### src/rtl/stream_kernel_n.sv
// NxN signed convolution kernel with double-buffered runtime coefficients.
// Three registered stages: multiply, reduce, round/shift/saturate.
module stream_kernel_n #(
  parameter int unsigned N         = 3,
  parameter int unsigned PRECISION = 16,
  parameter int unsigned COEF_W    = 8,
  parameter int unsigned SHIFT     = 0
) (
  input  logic                        clk,
  input  logic                        reset,
  input  logic                        in_valid,
  input  logic signed [PRECISION-1:0] buffer_in [N-1:0][N-1:0],
  input  logic                        coef_wr,
  input  logic [$clog2(N*N)-1:0]      coef_addr,
  input  logic signed [COEF_W-1:0]    coef_data,
  input  logic                        coef_commit,
  output logic                        out_valid,
  output logic signed [PRECISION-1:0] out,
  output logic [7:0]                  out_rounded
);

  localparam int unsigned NumTaps = N * N;
  localparam int unsigned ProdW   = PRECISION + COEF_W;
  localparam int unsigned SumW    = ProdW + $clog2(NumTaps);
  localparam int unsigned Centre  = (N / 2) * N + N / 2;

  localparam logic signed [COEF_W-1:0] UnitCoef  = COEF_W'(1 << SHIFT);
  localparam logic signed [SumW:0]     RoundBias = (SumW + 1)'((1 << SHIFT) >> 1);
  localparam logic signed [SumW:0]     SatMax    =
      {{(SumW + 2 - PRECISION){1'b0}}, {(PRECISION - 1){1'b1}}};
  localparam logic signed [SumW:0]     SatMin    =
      {{(SumW + 2 - PRECISION){1'b1}}, {(PRECISION - 1){1'b0}}};

  typedef logic signed [COEF_W-1:0] coef_t;

  coef_t shadow_q [NumTaps];
  coef_t shadow_d [NumTaps];
  coef_t active_q [NumTaps];
  coef_t active_d [NumTaps];

  logic signed [ProdW-1:0]     prod_q [NumTaps];
  logic signed [ProdW-1:0]     prod_d [NumTaps];
  logic signed [SumW-1:0]      sum_q, sum_d;
  logic signed [SumW:0]        biased, shifted;
  logic signed [PRECISION-1:0] out_q, out_d, sat;
  logic                        valid1_q, valid2_q, valid3_q;

  // A same-cycle write is folded into shadow_d first, so a commit copies it too.
  always_comb begin
    shadow_d = shadow_q;
    if (coef_wr && (32'(coef_addr) < NumTaps)) begin
      shadow_d[coef_addr] = coef_data;
    end
    if (coef_commit) begin
      active_d = shadow_d;
    end else begin
      active_d = active_q;
    end
  end

  always_comb begin
    for (int r = 0; r < N; r++) begin
      for (int c = 0; c < N; c++) begin
        prod_d[r*N+c] = ProdW'(buffer_in[r][c]) * ProdW'(active_q[r*N+c]);
      end
    end
  end

  always_comb begin
    sum_d = '0;
    for (int i = 0; i < NumTaps; i++) begin
      sum_d = sum_d + SumW'(prod_q[i]);
    end
  end

  // Bias of half an LSB before the arithmetic shift rounds half toward +inf.
  always_comb begin
    biased  = (SumW + 1)'(sum_q) + RoundBias;
    shifted = biased >>> SHIFT;
    if (shifted > SatMax) begin
      sat = SatMax[PRECISION-1:0];
    end else if (shifted < SatMin) begin
      sat = SatMin[PRECISION-1:0];
    end else begin
      sat = shifted[PRECISION-1:0];
    end
    out_d = out_q;
    if (valid2_q) begin
      out_d = sat;
    end
  end

  always_ff @(posedge clk) begin
    if (reset) begin
      valid1_q <= 1'b0;
      valid2_q <= 1'b0;
      valid3_q <= 1'b0;
      out_q    <= '0;
      for (int i = 0; i < NumTaps; i++) begin
        shadow_q[i] <= (i == int'(Centre)) ? UnitCoef : '0;
        active_q[i] <= (i == int'(Centre)) ? UnitCoef : '0;
      end
    end else begin
      valid1_q <= in_valid;
      valid2_q <= valid1_q;
      valid3_q <= valid2_q;
      out_q    <= out_d;
      shadow_q <= shadow_d;
      active_q <= active_d;
    end
  end

  // Datapath registers carry no state of their own; the valid bits qualify them.
  always_ff @(posedge clk) begin
    prod_q <= prod_d;
    sum_q  <= sum_d;
  end

  always_comb begin
    if (out_q[PRECISION-1]) begin
      out_rounded = 8'h00;
    end else if (|out_q[PRECISION-2:8]) begin
      out_rounded = 8'hFF;
    end else begin
      out_rounded = out_q[7:0];
    end
  end

  assign out_valid = valid3_q;
  assign out       = out_q;

endmodule

### config.mk
export PLATFORM = sky130hd
export DESIGN_NAME = stream_kernel_n
export DESIGN_NICKNAME = d
export VERILOG_FILES = /design/src/rtl/stream_kernel_n.sv
export SDC_FILE = /design/constraint.sdc
export NUM_CORES = 2
export LEC_CHECK = 0
export CAP_MARGIN = 30
export CORE_MARGIN = 5
export CORE_UTILIZATION = 40
export CTS_CLUSTER_SIZE = 30
export DETAILED_ROUTE_END_ITERATION = 10
export PLACE_DENSITY = 0.59
export SLEW_MARGIN = 40
export SYNTH_ARGS = -nofsm -noshare
export SYNTH_HDL_FRONTEND = slang
export SYNTH_SLANG_ARGS = --single-unit
### constraint.sdc
create_clock -name clk -period 8.4 [get_ports clk]
set_input_delay 2.1 -clock clk [delete_from_list [all_inputs] [get_ports clk]]
set_output_delay 2.1 -clock clk [all_outputs]
set_load 0.05 [all_outputs]
==> reports/summary.txt <==
Status = finished, final reports clean
Clock skew = 0.04218 ns
Core Region = 143300 um^2
Worst path arrival time = 7.05 ns
Fillers = 14060
Syn nets = 7881
Setup TNS = 0 ns
Starting Density = 0.4020
Total GRT Usage = 0.1975
Antenna violations before repair = 19
DRC viols = 0
Final setup violation count = 0
Routing usage on met3 = 0.02473
Post_cts resized = 0
GP Congestion = 0.8890
Count of different cell masters after synthesis = 74
Leading register cell type out of synthesis = dfxtp_1
Min Tclk post-route = 6.603 ns
# hold bufs at CTS = 0
Ys async rst share = 0
DR vias/cell = 4.900
Final ANT Viol Nets = 0
Total of max-cap violations = 0
DR WL/cell = 17.85 um
Grt total ovfl = 0
Synth area leader = fa_1
CP Capture Type = flip-flop
Most Crowded Layer GR = met2
Max_slew headroom = 0.4601
Final #Nets = 7975
Post-CTS repair timing setup buffer count = 0
Most common cell on crit path = fa_1
Post-synth EDFFs = 0
Clk pin slew, worst setup/hold paths = 0.06 ns
Worst min path class = flip-flop to flip-flop
Chip width = 389.5 um
Fmax achieved = 0.1514 GHz
Met1 usage = 0.2571
Critical Path RT = 8.85 ns
Worst path max stage delay = 0.57 ns
First-pass GRT wire length = 238000 um
Routed WL = 146900 um
Layout cells sized above 1 = 0.01853
First-pass DRT Iterations = 6
Die Height = 389.5 um
DP HPWL = 123500 um
CTS Buf Count = 42
Buffers plus inverters on the worst setup path = 3
Ys Warns = 0
Largest delay share family, worst path = adder cells
Synth-to-layout area growth = 9.135%
Layout Utilization = 0.4387
Met2 Usage GRT = 0.3409
Via count = 40320
H-tree Lvls = 2
Die area = 151700 um^2
CTS Root Cell = clkbuf_16
Syn Inst Count = 6189
Largest cells by area after synthesis = fa_1 (38%), dfxtp_1 (14%), inv_1 (9.6%)
First-iteration detailed-routing DRC count = 2213
# rows = 139
Worst-case clock buffer depth = 3
I/O Pins = 186
Synth Register Bits = 407
Clock Sinks = 407
Non-filler cells, final = 8228
Register area share after synthesis = 0.1414
Startpoint types = primary input
Clk_lat worst skew = 0.61 ns
Number of global-route vias before repair = 43210
CP Max Fanout = 8
Kind of critical path = primary input to flip-flop
CP cell instances = clkdlybuf4s50_1 > and2_1 > fa_1 > fa_1 > fa_1 > inv_1 > fa_1 > inv_1 > ha_1 > nand4_1 > nor3_1 > a2111oi_2 > o31ai_1 > nor4_1 > nor3_1
Fin. max-slew vios = 0
Slowest cell on crit path = clkdlybuf4s50_1
Tcrit/Tclk final = 0.7861
RSZ-0062 raised after global routing = false
Fin. Hold Viols = 0
Syn avg cell area = 9.308 um^2
Pin count of the biggest net entering global routing = 85
# port buffers = 185
Placed Cells incl. Taps = 8142
Post-Syn Area = 57610 um^2
Top cell type's share of synthesized area = 0.3816
CTS tree = done
Worst Max-Slew Pin Slew = 0.8087 ns
==> flip-flops by register name, indices dropped and copies added, names as in the netlist <==
signal     flops
prod_q       216
out_valid      1
valid1_q       1
active_q      72
valid2_q       1
sum_q         28
out           16
shadow_q      72
==> cells in the mapped netlist (6+ instances only) <==
cell	count
nand3_1	28
and3_1	25
or2_2	7
o21ai_0	101
o211ai_1	16
a21o_1	74
a21oi_1	152
a21boi_0	6
nand4_1	28
inv_1	1467
or4_1	16
o31ai_1	15
mux2i_1	74
nand2b_1	62
o221ai_1	7
nor2b_1	21
nor2_1	347
ha_1	433
nor4_1	17
o21a_1	25
o311ai_0	11
o21bai_1	22
xor2_1	57
dfxtp_1	407
o21ai_1	19
clkbuf_1	123
nand3b_1	10
fa_1	1098
and4_1	8
and2_1	800
a31oi_1	23
nand2_1	279
xnor2_1	155
nor3_1	51
a311oi_1	8
a211oi_1	89
or3_1	23
buf_1	12
==> layout make-up <==
class	instances	area, um^2	area share
diodes	10	25.02	0.0003980
clock inverters	24	361.6	0.005751
flip-flops and latches	407	8149	0.1296
repair buffers	190	1871	0.02975
multi-input cells	4175	43430	0.6908
inverters	1467	5507	0.08759
well taps	1903	2381	0.03787
clock buffers	52	1149	0.01827
==> cells by family after synthesis <==
family          Yosys count  synth area share
buf+inv                1607            0.1048
mux                      74           0.01286
fa+ha+maj              1531            0.4756
simple gates           1735            0.1609
flops                   407            0.1414
compound gates          623           0.07211
xor+xnor                212           0.03223
==> metal layers <==
metal | share of wire | wire length (um) | vias to the layer above
met4 | 0.038 | 5514 | 6
met2 | 0.49 | 71880 | 749
met3 | 0.042 | 6181 | 199
li1 | - | - | 19000
met5 | 0.00028 | 41 | -
met1 | 0.43 | 63280 | 20360
==> layout by cell type, fill, tap and decap left out, types with 57 or more instances in the layout <==
master           instances
inv_1                 1467
fa_1                  1098
and2_1                 800
ha_1                   433
dfxtp_1                406
nor2_1                 347
nand2_1                279
clkdlybuf4s50_1        178
xnor2_1                155
a21oi_1                152
o21ai_0                101
a211oi_1                89
a21o_1                  74
mux2i_1                 74
nand2b_1                62
xor2_1                  57
==> through the flow <==
| stage | area [um^2] | setup WS (ns) | hold slack [ns] |
|---|---|---|---|
| after floorplan | 57610 | 2.360 | 0.4138 |
| after global placement | 61350 | 1.210 | 0.4224 |
| after detailed placement | 61330 | 1.218 | 0.4248 |
| after CTS | 62840 | 1.810 | 0.4389 |
| after global routing | 62860 | 1.478 | 0.4768 |
| final | 62870 | 1.797 | 0.4381 |
==> worst paths after layout <==
check,endpoint,slack [ns],cells after the start,startpoint
setup / recovery,prod_q[95],1.80,15,buffer_in[90]
hold reg to reg,valid2_q,0.44,1,valid1_q
hold / removal,valid2_q,0.44,1,valid1_q
setup reg to reg,prod_q[95],3.09,15,active_q[31]
Power is left out: the tool's default activity adds up to more than one toggle a clock period on the data nets, which glitch-free logic cannot reach.
